**src/rtl/wb_stage.sv**
```systemverilog
// Writeback stage: MEM/WB pipeline register, load alignment/extension, writeback mux and stall hold buffer.
// Optional retired-instruction counter is enabled by defining WB_RETIRE_CNT_EN.
module wb_stage #(
    parameter int XLEN  = 32,
    parameter int RF_AW = 5,
    parameter int CNT_W = 64
) (
    input  logic             CLK,
    input  logic             RST,
    input  logic             EN,
    input  logic             START,
    input  logic             FLUSH,
    input  logic             MEM_in_valid,
    input  logic [31:0]      MEM_in_instr,
    input  logic [XLEN-1:0]  MEM_in_ALU_res,
    input  logic [XLEN-1:0]  MEM_in_pc4,
    input  logic             MEM_in_RegWrite,
    input  logic             MEM_in_MemToReg,
    input  logic             MEM_in_Link,
    input  logic [XLEN-1:0]  MEM_mem_data,
    output logic             WB_rf_we,
    output logic [RF_AW-1:0] WB_rf_addr,
    output logic [XLEN-1:0]  WB_rf_data,
    output logic             WB_load_err,
    output logic [31:0]      WB_instr,
    output logic [CNT_W-1:0] WB_retire_cnt,
    output logic             dbg_hold_state
);

    typedef enum logic {LIVE = 1'b0, HELD = 1'b1} hold_state_t;

    // An instruction moves from MEM into WB only on an edge where EN and START are both high.
    logic advance;
    assign advance = EN & START;

    logic            wb_valid;
    logic [31:0]     wb_instr_q;
    logic [XLEN-1:0] wb_alu;
    logic [XLEN-1:0] wb_pc4;
    logic            wb_regwrite;
    logic            wb_memtoreg;
    logic            wb_link;

    hold_state_t     state, state_next;
    logic [XLEN-1:0] hold_reg, hold_next;

    always_ff @(posedge CLK) begin
        if (RST) begin
            wb_valid    <= 1'b0;
            wb_instr_q  <= '0;
            wb_alu      <= '0;
            wb_pc4      <= '0;
            wb_regwrite <= 1'b0;
            wb_memtoreg <= 1'b0;
            wb_link     <= 1'b0;
        end else if (FLUSH) begin
            wb_valid <= 1'b0;
        end else if (advance) begin
            wb_valid    <= MEM_in_valid;
            wb_instr_q  <= MEM_in_instr;
            wb_alu      <= MEM_in_ALU_res;
            wb_pc4      <= MEM_in_pc4;
            wb_regwrite <= MEM_in_RegWrite;
            wb_memtoreg <= MEM_in_MemToReg;
            wb_link     <= MEM_in_Link;
        end
    end

    logic [1:0]      wb_off;
    logic [2:0]      funct3;
    logic [7:0]      byte_sel;
    logic [15:0]     half_sel;
    logic [XLEN-1:0] fmt_live;
    logic            fmt_err;

    assign wb_off   = wb_alu[1:0];
    assign funct3   = wb_instr_q[14:12];
    assign byte_sel = MEM_mem_data[{wb_off, 3'b000} +: 8];
    assign half_sel = MEM_mem_data[{wb_off[1], 4'b0000} +: 16];

    always_comb begin
        fmt_live = '0;
        fmt_err  = 1'b0;
        case (funct3)
            3'b000: fmt_live = {{(XLEN-8){byte_sel[7]}}, byte_sel};
            3'b100: fmt_live = {{(XLEN-8){1'b0}}, byte_sel};
            3'b001: begin
                fmt_live = {{(XLEN-16){half_sel[15]}}, half_sel};
                fmt_err  = wb_off[0];
            end
            3'b101: begin
                fmt_live = {{(XLEN-16){1'b0}}, half_sel};
                fmt_err  = wb_off[0];
            end
            3'b010: begin
                fmt_live = MEM_mem_data;
                fmt_err  = |wb_off;
            end
            default: fmt_err = 1'b1;
        endcase
    end

    // The memory output is only valid during the first WB cycle, so a stalled load
    // freezes its formatted value in hold_reg for the rest of the stall.
    always_comb begin
        state_next = state;
        hold_next  = hold_reg;
        if (FLUSH || advance) begin
            state_next = LIVE;
        end else if (state == LIVE && wb_valid && wb_memtoreg) begin
            state_next = HELD;
            hold_next  = fmt_live;
        end
    end

    always_ff @(posedge CLK) begin
        if (RST) begin
            state    <= LIVE;
            hold_reg <= '0;
        end else begin
            state    <= state_next;
            hold_reg <= hold_next;
        end
    end

    logic [XLEN-1:0] load_data;
    assign load_data = (state == HELD) ? hold_reg : fmt_live;

    always_comb begin
        if (wb_link)
            WB_rf_data = wb_pc4;
        else if (wb_memtoreg)
            WB_rf_data = load_data;
        else
            WB_rf_data = wb_alu;
    end

    assign WB_load_err    = wb_valid & wb_memtoreg & fmt_err;
    assign WB_rf_addr     = wb_instr_q[7 +: RF_AW];
    assign WB_rf_we       = wb_valid & wb_regwrite & (|WB_rf_addr) & ~WB_load_err;
    assign WB_instr       = wb_instr_q;
    assign dbg_hold_state = state;

`ifdef WB_RETIRE_CNT_EN
    logic [CNT_W-1:0] retire_cnt;
    always_ff @(posedge CLK) begin
        if (RST)
            retire_cnt <= '0;
        else if (wb_valid && advance && !FLUSH)
            retire_cnt <= retire_cnt + {{(CNT_W-1){1'b0}}, 1'b1};
    end
    assign WB_retire_cnt = retire_cnt;
`else
    assign WB_retire_cnt = '0;
`endif

endmodule

```
**config.mk**
```make
export PLATFORM = sky130hd
export DESIGN_NAME = wb_stage
export DESIGN_NICKNAME = d
export VERILOG_FILES = /design/src/rtl/wb_stage.sv
export SDC_FILE = /design/constraint.sdc
export NUM_CORES = 1
export LEC_CHECK = 0
export ABC_AREA = 1
export BUFFER_PORTS_ARGS = -buffer_cell sky130_fd_sc_hd__buf_2
export CORE_MARGIN = 5
export CORE_UTILIZATION = 46
export CTS_BUF_LIST = sky130_fd_sc_hd__clkbuf_2
export DETAILED_ROUTE_END_ITERATION = 10
export PLACE_DENSITY_LB_ADDON = 0.05
export SLEW_MARGIN = 20
export SYNTH_ARGS = -nofsm -noshare
export SYNTH_HDL_FRONTEND = slang
export SYNTH_SLANG_ARGS = --single-unit
```
**constraint.sdc**
```tcl
create_clock -name CLK -period 1.4 [get_ports CLK]
set_input_delay 0.07 -clock CLK [delete_from_list [all_inputs] [get_ports CLK]]
set_output_delay 0.07 -clock CLK [all_outputs]
set_load 0.005 [all_outputs]
```
==> results_tabular.tex, run 1 <==
\begin{tabular}{lr}
\hline
Metric & Value \\
\hline
\multicolumn{2}{l}{\textbf{Placed design}} \\
Cell Count Post-Placement & 1506 \\
Setup slack at placement & -216.3 ps \\
Weighted congestion at the end of routability-driven global placement & 0.9503 \\
Number of port buffers & 208 \\
HPWL reported at the end of detailed placement & 16720 µm \\
\multicolumn{2}{l}{\textbf{STA}} \\
Final setup viols & 126 \\
Maximum clock frequency & 438.4 MHz \\
Endpoints failing hold & 22 \\
Final period util & 1.629 \\
Clock period minus final worst setup slack & 2281 ps \\
Setup tns final & -37720 ps \\
Worst-case setup margin in the final layout & -881.2 ps \\
Final Max Tran Viols & 0 \\
Worst clock skew & 26.17 ps \\
Setup repair after global routing missed its margin & yes \\
Hold\_ws & -126.2 ps \\
\multicolumn{2}{l}{\textbf{Drt}} \\
Routed wire per std cell & 17.15 µm \\
Number of DRC violations after detailed-routing iteration 0 & 654 \\
Detailed Routing Iterations Pass 1 & 6 \\
Number of vias in the routed layout & 9099 \\
Antenna-violating nets left & 0 \\
Total length of routed wires & 30620 µm \\
Number of vias per cell & 5.097 \\
DRC Markers & 0 \\
\multicolumn{2}{l}{\textbf{Power and ir drop}} \\
Switching portion of total power & 0.3399 \\
Leakage Power & 0.006303 µW \\
Power per cell area & 737.6 nW/µm² \\
Switch Pwr & 3110 µW \\
Worst IR Drop VDD & 799.8 µV \\
Share of power burned in registers & 0.443 \\
Share of total power in combinational logic & 0.299 \\
Total power & 9149 µW \\
Internal power & 6040 µW \\
Clock network power share & 0.259 \\
\multicolumn{2}{l}{\textbf{Setup path}} \\
Slowest library cell on the worst path & dfxtp\_4 \\
Crit end category & output pin \\
Worst path top cell family by delay & simple AND/OR/NAND/NOR gates \\
Crit path cell chain & inv\_8 > nand2\_4 > nor2\_2 > nand2\_8 > clkbuf\_16 > nand3\_2 > nand2\_2 > a21oi\_2 > buf\_2 \\
Class of the most critical setup path & register to output pin \\
CP required & 1330 ps \\
Maximum fanout encountered on the critical timing path & 6 \\
Critical path's largest stage delay & 420 ps \\
Element type at the critical path start & register \\
Buffers \& Inverters on Critical Path & 3 \\
Arrival time reported for the critical path endpoint & 2210 ps \\
\multicolumn{2}{l}{\textbf{Clock network}} \\
Max H-tree Level & 4 \\
TritonCTS clock tree & built \\
Root buffer cell & clkbuf\_2 \\
Buffer depth of the longest clock path & 2 \\
Clock insertion delay at the later pin of the skew report & 710 ps \\
Clock transition at path regs & 220 ps \\
Total clock sinks & 133 \\
Total CTS buffers & 17 \\
\multicolumn{2}{l}{\textbf{Global routing}} \\
Global Route Usage Sum & 0.2981 \\
Vias in the first global route & 9067 \\
Grt ovf & 0 \\
Number of antenna violations at the first check in global routing & 1 \\
Wire length of the first global-routing pass & 44320 µm \\
Largest net degree at the start of global routing & 73 \\
\multicolumn{2}{l}{\textbf{Final layout}} \\
Share of post-route cells with drive strength above 1 & 0.3846 \\
Layout area overhead & 68.89\% \\
Net total in the final layout & 1692 \\
Layout filler cell count & 1087 \\
Final instance count without filler cells & 1785 \\
\multicolumn{2}{l}{\textbf{Floorplan}} \\
Site Rows & 46 \\
Die Ht & 136.4 µm \\
Floorplan Core Area & 15770 µm² \\
Die area & 18590 µm² \\
Initial Utilization & 0.4657 \\
Top-Level Pins & 273 \\
Die X-Extent & 136.4 µm \\
\multicolumn{2}{l}{\textbf{Synth}} \\
Share of the yosys chip area belonging to registers & 0.3625 \\
Count of flip-flops with a built-in enable after synthesis & 0 \\
Top cells by instance count after synthesis & nor2\_1, dfxtp\_1, nand2\_1 \\
Synthesis warning total & 0 \\
FFs w/ async S/R, synth & 0 \\
Count leader, synth & nor2\_1 \\
Netlist cell types & 28 \\
Average size of a mapped cell & 6.775 µm² \\
Number of instances in the synthesized netlist & 1084 \\
Most area-hungry cell type in the Yosys netlist & dfxtp\_1 \\
Share of Yosys cell area claimed by the top area cell type & 0.3625 \\
Leading register cell type out of synthesis & dfxtp\_1 \\
Combined area of all synthesized cells & 7345 µm² \\
Flop and latch count out of synthesis & 133 \\
Cell types occupying the most area after synthesis & dfxtp\_1, nor2\_1, o21ai\_0, buf\_4, a21oi\_1 \\
\multicolumn{2}{l}{\textbf{Worst hold path}} \\
Worst hold path class & input port to register \\
\multicolumn{2}{l}{\textbf{Outcome}} \\
Outcome & complete, but fails checks \\
Failing checks & hold timing, setup timing \\
\multicolumn{2}{l}{\textbf{Flow run}} \\
Number of max-capacitance violations reported & 0 \\
\hline
\end{tabular}
[layer usage]
metal | routed length [µm] | GRT usage
met3 | 2171 | 0.06736
met2 | 15660 | 0.5209
met4 | 1326 | 0.1422
met1 | 11450 | 0.3437
met5 | 0 | 0
[power groups by stage]
stage	combinational (µW)	clock [µW]	sequential, µW
after CTS	2270	2380	4020
after floorplan	1010	0	4080
after global placement	1660	0	4090
after detailed placement	1650	0	4090
final	2730	2370	4050
after global routing	2940	2570	4070
[worst paths after layout]
path               startpoint              to  depth (start not counted)  slack [ps]
min reg2reg       hold_reg[9]     hold_reg[9]                          2         520
max              WB_instr[12]  WB_rf_data[10]                          9        -880
min          MEM_mem_data[16]     hold_reg[0]                          6        -130
max reg2reg      WB_instr[12]    hold_reg[22]                         11        -220
[worst min-delay path, stage by stage]
cell     delay [ps]
buf_2           110
nand2_1          70
nand2_1          60
nand2_2          60
and3_1          140
a21oi_1          60
[metrics by stage]
step	area, µm²	utilization
after floorplan	7581	-
after global placement	8798	0.5579
after detailed placement	8798	0.5579
after CTS	11600	0.7356
after global routing	12400	0.7866
final	12400	0.7866
[cell type report]
type	instances	area (µm²)	share of cell area
Multi-Input combinational cell	777	4293	0.3461
Sequential cell	133	2714	0.2188
Antenna cell	1	2.502	0.0002017
Timing Repair Buffer	533	4518	0.3642
Clock inverter	15	145.1	0.01170
Tap cell	216	270.3	0.02179
Clock buffer	17	85.08	0.006859
Inverter	93	376.6	0.03036
[cells by family after synthesis]
group / after synthesis / share of synthesized area
buffers and inverters: 238 / 0.1656
other: 1 / 0.0005106
AO/OA/AOI/OAI: 238 / 0.1877
flip-flops: 133 / 0.3625
AND/OR/NAND/NOR: 474 / 0.2836
[repair_timing]
action                                 CTS  global route
endpoints found under the hold margin  133            35
hold buffers                           217             1
pin swaps                               18            47
gates cloned                             3             5
setup endpoints to repair               65           153
buffers inserted                         8            13
gates resized for setup                 94           167
[cells in the final DEF (no fill, tap or decap), types with 3 or more instances in the layout]
cell / Yosys / layout
a21oi_1: 101 / 69
nor2_2: 11 / 18
o211ai_1: 5 / 5
buf_12: 0 / 12
conb_1: 1 / 64
buf_6: 4 / 39
o211ai_2: 20 / 20
nand3_4: 0 / 6
inv_8: 0 / 3
inv_1: 62 / 55
clkbuf_2: 0 / 17
dfxtp_4: 0 / 4
inv_6: 0 / 6
clkbuf_16: 0 / 5
o211a_1: 4 / 4
buf_2: 15 / 195
nand4_1: 21 / 21
nor2_1: 257 / 241
buf_4: 70 / 58
o21ai_0: 106 / 102
dlygate4sd3_1: 0 / 217
a21oi_2: 0 / 31
nand2_2: 2 / 44
inv_2: 31 / 30
buf_8: 1 / 5
dfxtp_1: 133 / 100
nand3_1: 33 / 8
nand2_1: 121 / 69
nand3_2: 22 / 41
and3_1: 3 / 3
nor2_4: 0 / 10
dfxtp_2: 0 / 29
clkinv_4: 0 / 3
nand2_4: 2 / 11
inv_4: 0 / 6
Power figures use the tool's default switching activity.
==> inputs of run 2 (changes only) <==
--- a/config.mk
+++ b/config.mk
@@ -6,11 +6,11 @@
 export NUM_CORES = 1
 export LEC_CHECK = 0
 export ABC_AREA = 1
-export BUFFER_PORTS_ARGS = -buffer_cell sky130_fd_sc_hd__buf_2
 export CORE_MARGIN = 5
-export CORE_UTILIZATION = 46
+export CORE_UTILIZATION = 57
 export CTS_BUF_LIST = sky130_fd_sc_hd__clkbuf_2
 export DETAILED_ROUTE_END_ITERATION = 10
+export DONT_BUFFER_PORTS = 1
 export PLACE_DENSITY_LB_ADDON = 0.05
 export SLEW_MARGIN = 20
 export SYNTH_ARGS = -nofsm -noshare
==> results_tabular.tex, run 2 <==
\begin{tabular}{lr}
\hline
Metric & Value \\
\hline
\multicolumn{2}{l}{\textbf{Synth}} \\
FFs w/ async S/R, synth & 0 \\
Average size of a mapped cell & 6.775 µm² \\
Count of flip-flops with a built-in enable after synthesis & 0 \\
Share of Yosys cell area claimed by the top area cell type & 0.3625 \\
Share of the yosys chip area belonging to registers & 0.3625 \\
Count leader, synth & nor2\_1 \\
Netlist cell types & 28 \\
Combined area of all synthesized cells & 7345 µm² \\
Top cells by instance count after synthesis & nor2\_1, dfxtp\_1, nand2\_1 \\
Flop and latch count out of synthesis & 133 \\
Synthesis warning total & 0 \\
Most area-hungry cell type in the Yosys netlist & dfxtp\_1 \\
Number of instances in the synthesized netlist & 1084 \\
Leading register cell type out of synthesis & dfxtp\_1 \\
Cell types occupying the most area after synthesis & dfxtp\_1, nor2\_1, o21ai\_0, buf\_4, a21oi\_1 \\
\multicolumn{2}{l}{\textbf{Floorplan}} \\
Initial Utilization & 0.5820 \\
Top-Level Pins & 273 \\
Die Ht & 123.5 µm \\
Site Rows & 41 \\
Die X-Extent & 123.5 µm \\
\multicolumn{2}{l}{\textbf{Clock network}} \\
Total CTS buffers & 17 \\
Total clock sinks & 133 \\
Hold-fix buffers at CTS & 255 \\
Cells resized by post-CTS repair & 89 \\
Root buffer cell & clkbuf\_2 \\
Max H-tree Level & 4 \\
Buffer depth of the longest clock path & 2 \\
Post-CTS Setup Repair Bufs & 4 \\
\multicolumn{2}{l}{\textbf{Placed design}} \\
Weighted congestion at the end of routability-driven global placement & 0.9224 \\
HPWL reported at the end of detailed placement & 15260 µm \\
Cell Count Post-Placement & 1232 \\
Number of port buffers & 0 \\
Total placed instance area & 7537 µm² \\
Setup slack at placement & -91.60 ps \\
\multicolumn{2}{l}{\textbf{Outcome}} \\
Last step reached & 4\_1\_cts \\
Stop Error & [ERROR RSZ-0060] Max buffer count reached. \\
Outcome & did not finish \\
\hline
\end{tabular}
-- run 2: cell counts after synthesis --
Identical to the previous run, type by type.
-- run 2: logic make-up after synthesis --
logic type	after synthesis	share of synthesized area
AO/OA/AOI/OAI	238	0.1877
buffers and inverters	238	0.1656
flip-flops	133	0.3625
other	1	0.0005106
AND/OR/NAND/NOR	474	0.2836
-- run 2: metrics by stage --
step | utilization | setup TNS (ps)
after detailed placement | 0.5973 | -1929
after global placement | 0.5973 | -1610
after floorplan | - | 0
==> inputs of run 3 (changes only) <==
--- a/config.mk
+++ b/config.mk
@@ -7,11 +7,10 @@
 export LEC_CHECK = 0
 export ABC_AREA = 1
 export CORE_MARGIN = 5
-export CORE_UTILIZATION = 57
-export CTS_BUF_LIST = sky130_fd_sc_hd__clkbuf_2
+export CORE_UTILIZATION = 40
 export DETAILED_ROUTE_END_ITERATION = 10
 export DONT_BUFFER_PORTS = 1
-export PLACE_DENSITY_LB_ADDON = 0.05
+export PLACE_DENSITY_LB_ADDON = 0.15
 export SLEW_MARGIN = 20
 export SYNTH_ARGS = -nofsm -noshare
 export SYNTH_HDL_FRONTEND = slang
==> constraint.sdc (replaced) <==
create_clock -name CLK -period 1.82 [get_ports CLK]
set_input_delay 0.091 -clock CLK [delete_from_list [all_inputs] [get_ports CLK]]
set_output_delay 0.091 -clock CLK [all_outputs]
set_load 0.005 [all_outputs]
==> results_tabular.tex, run 3 (synthesized netlist as in run 1, its figures left out) <==
\begin{tabular}{lr}
\hline
Metric & Value \\
\hline
\multicolumn{2}{l}{\textbf{Clock network}} \\
Clock insertion delay at the later pin of the skew report & 430 ps \\
Total clock sinks & 133 \\
Clock transition at path regs & 60 ps \\
Total CTS buffers & 17 \\
Root buffer cell & clkbuf\_16 \\
Buffer depth of the longest clock path & 2 \\
Max H-tree Level & 4 \\
TritonCTS clock tree & built \\
\multicolumn{2}{l}{\textbf{Floorplan}} \\
Top-Level Pins & 273 \\
Floorplan Core Area & 18020 µm² \\
Die X-Extent & 145.5 µm \\
Die area & 21170 µm² \\
Site Rows & 49 \\
Die Ht & 145.5 µm \\
Initial Utilization & 0.4075 \\
\multicolumn{2}{l}{\textbf{Final layout}} \\
Share of post-route cells with drive strength above 1 & 0.2408 \\
Final instance count without filler cells & 1429 \\
Net total in the final layout & 1324 \\
Commonest non-fill, non-tap cells in the layout & nor2\_1, dfxtp\_1, dlygate4sd3\_1, o21ai\_0, nand2\_1 \\
Antenna diodes & 0 \\
Most common cell after layout, fill and taps aside & nor2\_1 \\
Layout area overhead & 35.45\% \\
\multicolumn{2}{l}{\textbf{STA}} \\
Final setup viols & 10 \\
Worst slew margin relative to its limit & 0.5605 \\
Worst-case setup margin in the final layout & -43.09 ps \\
Final period util & 1.024 \\
Final Max Tran Viols & 0 \\
Worst clock skew & 6.417 ps \\
Clock period minus final worst setup slack & 1863 ps \\
Setup repair after global routing missed its margin & yes \\
Maximum clock frequency & 536.7 MHz \\
Tightest Pin Transition & 659.3 ps \\
Endpoints failing hold & 0 \\
\multicolumn{2}{l}{\textbf{Placed design}} \\
Number of port buffers & 0 \\
Weighted congestion at the end of routability-driven global placement & 0.8944 \\
Cell Count Post-Placement & 1263 \\
HPWL reported at the end of detailed placement & 16470 µm \\
Setup slack at placement & 207.4 ps \\
\multicolumn{2}{l}{\textbf{Global routing}} \\
Global Route Usage Sum & 0.2273 \\
Number of antenna violations at the first check in global routing & 0 \\
Largest net degree at the start of global routing & 69 \\
Wire length of the first global-routing pass & 39140 µm \\
Grt ovf & 0 \\
Vias in the first global route & 7189 \\
\multicolumn{2}{l}{\textbf{Setup path}} \\
Worst r2r path cells & 10 \\
Buffers \& Inverters on Critical Path & 2 \\
Slowest library cell on the worst path & dfxtp\_4 \\
Cell occurring most often along the worst timing path & nand2\_2 \\
Critical path startpoint & WB\_instr[12] \\
Endpoint of the worst register-to-register path & hold\_reg[10] \\
CP required & 1730 ps \\
Maximum fanout encountered on the critical timing path & 7 \\
Crit end category & output pin \\
Critical path's largest stage delay & 360 ps \\
R2R setup slack & 150 ps \\
Arrival time reported for the critical path endpoint & 1770 ps \\
Critical R2R Launch & WB\_instr[12] \\
Element type at the critical path start & register \\
Class of the most critical setup path & register to output pin \\
Crit path cell chain & inv\_6 > nand2\_2 > nor2\_2 > nand2\_4 > clkbuf\_16 > nand3\_2 > nand2\_2 > a21oi\_4 \\
Worst path top cell family by delay & simple AND/OR/NAND/NOR gates \\
\multicolumn{2}{l}{\textbf{Worst hold path}} \\
Worst hold path class & input port to register \\
Worst Hold Path EP & hold\_reg[28] \\
Start point of the worst hold path & MEM\_mem\_data[28] \\
Cells on Worst Hold Path & 6 \\
\multicolumn{2}{l}{\textbf{Drt}} \\
Number of vias in the routed layout & 7284 \\
Total length of routed wires & 25150 µm \\
Number of vias per cell & 5.097 \\
Antenna-violating nets left & 0 \\
Number of DRC violations after detailed-routing iteration 0 & 505 \\
DRC Markers & 0 \\
Routed wire per std cell & 17.60 µm \\
Detailed Routing Iterations Pass 1 & 7 \\
\multicolumn{2}{l}{\textbf{Power and ir drop}} \\
Power per cell area & 816.8 nW/µm² \\
Total power & 8126 µW \\
Leakage Power & 0.004507 µW \\
Worst IR Drop VDD & 759.3 µV \\
\multicolumn{2}{l}{\textbf{Outcome}} \\
Failing checks & setup timing \\
Outcome & complete, but fails checks \\
\multicolumn{2}{l}{\textbf{Flow run}} \\
Number of max-capacitance violations reported & 0 \\
\hline
\end{tabular}
-- run 3: tightest hold or removal path: stages --
cell	delay (ps)
inv_1	30
nor2_2	110
nor2_2	60
nand3_2	70
o211ai_2	70
inv_2	40
-- run 3: worst max-delay path by stage --
| stage | end | cells after the start |
|---|---|---|
| after floorplan | hold_reg[20] | 12 |
| after global placement | WB_rf_data[15] | 8 |
| after detailed placement | WB_rf_data[22] | 9 |
| after CTS | WB_rf_data[29] | 10 |
| after global routing | WB_rf_data[4] | 8 |
| final | WB_rf_data[30] | 8 |
-- run 3: stage by stage --
stage                     setup TNS, ps  utilization  hold WS, ps  instance area (µm²)
after floorplan                       0            -        225.9                 7581
after global routing              -2341       0.5519        84.17                 9948
after global placement                0       0.4099        228.4                 7388
final                            -164.7       0.5519        69.79                 9948
after detailed placement              0       0.4099        235.0                 7388
after CTS                        -81.36       0.5293        46.21                 9540
-- run 3: cell type report --
cell class	count	area (µm²)
Fill cell	1722	8077
Clock inverter	14	178.9
Sequential cell	133	2678
Inverter	93	366.6
Clock buffer	18	429.2
Tap cell	229	286.5
Multi-Input combinational cell	777	4222
Timing Repair Buffer	165	1788
-- run 3: per-layer routing --
metal  part of all wire  vias up  GRT usage
met5                  0        -          0
met4              0.019        0    0.08069
met3              0.085       38    0.06602
met2               0.49      308     0.3842
met1               0.40     3369     0.2759
li1                   -     3569          -
-- run 3: what timing repair did --
item	4_1_cts	5_1_grt
gates resized for setup	69	84
buffers inserted	17	2
endpoints found under the setup margin	34	33
pin swaps	18	46
hold endpoints to repair	108	0
hold buffers	110	0
cloned	3	2
-- run 3: power by group --
group	internal (µW)	switching [µW]
clock network	2170	1400
logic	644	812
registers	3020	77.8
==> inputs of run 4 (changes only) <==
--- a/config.mk
+++ b/config.mk
@@ -5,7 +5,6 @@
 export SDC_FILE = /design/constraint.sdc
 export NUM_CORES = 1
 export LEC_CHECK = 0
-export ABC_AREA = 1
 export CORE_MARGIN = 5
 export CORE_UTILIZATION = 40
 export DETAILED_ROUTE_END_ITERATION = 10
==> results_tabular.tex, run 4 <==
\begin{tabular}{lr}
\hline
Metric & Value \\
\hline
\multicolumn{2}{l}{\textbf{Floorplan}} \\
Floorplan Core Area & 15890 µm² \\
Die X-Extent & 137.5 µm \\
Top-Level Pins & 273 \\
Die Ht & 137.5 µm \\
Initial Utilization & 0.4091 \\
Site Rows & 46 \\
Die area & 18900 µm² \\
\multicolumn{2}{l}{\textbf{Synth}} \\
Average size of a mapped cell & 7.691 µm² \\
Share of Yosys cell area claimed by the top area cell type & 0.4097 \\
Share of the yosys chip area belonging to registers & 0.4097 \\
Leading register cell type out of synthesis & dfxtp\_1 \\
Top cells by instance count after synthesis & nand2\_1, dfxtp\_1, a21oi\_1 \\
Synthesis warning total & 0 \\
Netlist cell types & 49 \\
Flop and latch count out of synthesis & 133 \\
FFs w/ async S/R, synth & 0 \\
Most area-hungry cell type in the Yosys netlist & dfxtp\_1 \\
Count leader, synth & nand2\_1 \\
Count of flip-flops with a built-in enable after synthesis & 0 \\
Number of instances in the synthesized netlist & 845 \\
Cell types occupying the most area after synthesis & dfxtp\_1, nand2\_1, a21oi\_1, buf\_4, a211oi\_1 \\
Combined area of all synthesized cells & 6499 µm² \\
\multicolumn{2}{l}{\textbf{Global routing}} \\
Number of antenna violations at the first check in global routing & 0 \\
Global Route Usage Sum & 0.2401 \\
Vias in the first global route & 6220 \\
Largest net degree at the start of global routing & 89 \\
Grt ovf & 0 \\
Wire length of the first global-routing pass & 34980 µm \\
\multicolumn{2}{l}{\textbf{Clock network}} \\
TritonCTS clock tree & built \\
Max H-tree Level & 4 \\
Clock transition at path regs & 60 ps \\
Total CTS buffers & 17 \\
Root buffer cell & clkbuf\_16 \\
Buffer depth of the longest clock path & 2 \\
Clock insertion delay at the later pin of the skew report & 430 ps \\
Total clock sinks & 133 \\
Hold-fix buffers at CTS & 124 \\
\multicolumn{2}{l}{\textbf{Drt}} \\
DRC Markers & 0 \\
Total length of routed wires & 23380 µm \\
Routed wire per std cell & 19.45 µm \\
Number of DRC violations after detailed-routing iteration 0 & 433 \\
Number of vias in the routed layout & 6442 \\
Number of vias per cell & 5.359 \\
Antenna-violating nets left & 0 \\
Detailed Routing Iterations Pass 1 & 5 \\
\multicolumn{2}{l}{\textbf{Setup path}} \\
Class of the most critical setup path & register to output pin \\
Crit path cell chain & mux4\_2 > nor4b\_4 > or3\_4 > o221a\_1 \\
Worst path top cell family by delay & simple AND/OR/NAND/NOR gates \\
Slowest library cell on the worst path & mux4\_2 \\
Crit end category & output pin \\
Arrival time reported for the critical path endpoint & 2050 ps \\
CP required & 1730 ps \\
Critical path's largest stage delay & 490 ps \\
Maximum fanout encountered on the critical timing path & 7 \\
Element type at the critical path start & register \\
R2R setup slack & 60 ps \\
Buffers \& Inverters on Critical Path & 0 \\
\multicolumn{2}{l}{\textbf{Final layout}} \\
Antenna diodes & 0 \\
Share of post-route cells with drive strength above 1 & 0.1582 \\
Most common cell after layout, fill and taps aside & nand2\_1 \\
Layout filler cell count & 1473 \\
Sequential cell area in the final layout & 2673 µm² \\
Layout area overhead & 39.18\% \\
Net total in the final layout & 1111 \\
Area taken by multi-input logic gates & 3660 µm² \\
Commonest non-fill, non-tap cells in the layout & nand2\_1, dfxtp\_1, dlygate4sd3\_1, a21oi\_1, conb\_1 \\
\multicolumn{2}{l}{\textbf{Power and ir drop}} \\
Switching portion of total power & 0.2531 \\
Share of total power in combinational logic & 0.131 \\
Clock network power share & 0.450 \\
Power per cell area & 804.2 nW/µm² \\
Worst IR Drop VDD & 666.2 µV \\
Internal power & 5433 µW \\
Leakage Power & 0.003267 µW \\
Share of power burned in registers & 0.419 \\
Switch Pwr & 1841 µW \\
\multicolumn{2}{l}{\textbf{Outcome}} \\
Failing checks & hold timing, setup timing \\
Outcome & complete, but fails checks \\
\multicolumn{2}{l}{\textbf{STA}} \\
Final setup viols & 34 \\
Final Max Tran Viols & 0 \\
Final period util & 1.177 \\
Worst slew margin relative to its limit & 0.6462 \\
Setup tns final & -7714 ps \\
Worst clock skew & 8.307 ps \\
Clock period minus final worst setup slack & 2143 ps \\
Endpoints failing hold & 2 \\
Hold\_ws & -97.87 ps \\
Setup repair after global routing missed its margin & yes \\
Tightest Pin Transition & 530.7 ps \\
Maximum clock frequency & 466.7 MHz \\
Worst-case setup margin in the final layout & -322.9 ps \\
\multicolumn{2}{l}{\textbf{Placed design}} \\
Weighted congestion at the end of routability-driven global placement & 0.8292 \\
Setup slack at placement & -101.6 ps \\
HPWL reported at the end of detailed placement & 15550 µm \\
Number of port buffers & 0 \\
\multicolumn{2}{l}{\textbf{Worst hold path}} \\
Worst hold path class & input port to register \\
\multicolumn{2}{l}{\textbf{Flow run}} \\
Number of max-capacitance violations reported & 0 \\
\hline
\end{tabular}
==> run 4: kinds of logic (layout without fill, tap and decap cells) <==
logic type	after synthesis	count (layout)	synth area share
AO/OA/AOI/OAI	234	234	0.2418
buffers and inverters	148	226	0.1288
flip-flops	133	133	0.4097
multiplexers	13	13	0.02330
other	1	64	0.0005770
AND/OR/NAND/NOR	316	316	0.1958
==> run 4: timing repair <==
item	in CTS	in global routing
setup buffers	13	8
pin swaps	16	7
endpoints found under the hold margin	133	1
gates resized for setup	61	19
endpoints found under the setup margin	36	41
gates cloned	0	0
==> run 4: final cells by class <==
type / count / share of cell area
clock buffer: 23 / 0.05284
clock inverter: 8 / 0.008438
sequential: 133 / 0.2955
inverter: 10 / 0.004150
tap: 216 / 0.02988
timing repair buffer: 185 / 0.2046
multi-input combinational: 627 / 0.4046
==> run 4: power by group through the flow <==
stage | clock network [µW] | logic [µW] | registers [µW]
after detailed placement | 0 | 529 | 3110
after global placement | 0 | 519 | 3110
final | 3270 | 955 | 3050
after floorplan | 0 | 528 | 3090
after global routing | 3440 | 1030 | 3060
after CTS | 3290 | 870 | 3050
==> run 4: worst register-to-register path: cells and delay by family (launching register included) <==
kind / cells / cell delay [ps]
buffers and inverters: 5 / 670
flip-flops: 1 / 350
AND/OR/NAND/NOR: 1 / 160
AO/OA/AOI/OAI: 3 / 450
==> run 4: per-stage QoR <==
step | utilization | instances | hold slack, ps | cell area (µm²) | total power, µW
2_1_floorplan | - | 908 | 170.3 | 6736 | 3615
3_3_place_gp | 0.4154 | 1026 | 170.6 | 6599 | 3628
3_5_place_dp | 0.4154 | 1026 | 173.7 | 6599 | 3639
4_1_cts | 0.5561 | 1194 | -143.1 | 8833 | 7206
5_1_grt | 0.5694 | 1202 | -96.61 | 9045 | 7524
6_report | 0.5694 | 1202 | -97.87 | 9045 | 7274
==> run 4: routing by layer <==
metal	GRT usage	vias to the layer above	wire [µm]
met2	0.3913	285	11160
met1	0.2864	3046	9307
met4	0.1081	0	843
li1	-	3057	-
met3	0.08035	54	2073
met5	0	-	0
==> run 4: final timing paths <==
| path | start | endpoint | depth (start not counted) |
|---|---|---|---|
| worst min register to register | wb_pc4[9] | wb_pc4[9] | 2 |
| worst max register to register | wb_alu[0] | hold_reg[1] | 9 |
| worst max-delay path | wb_alu[0] | WB_rf_data[9] | 4 |
| worst min-delay path | MEM_mem_data[31] | hold_reg[31] | 2 |
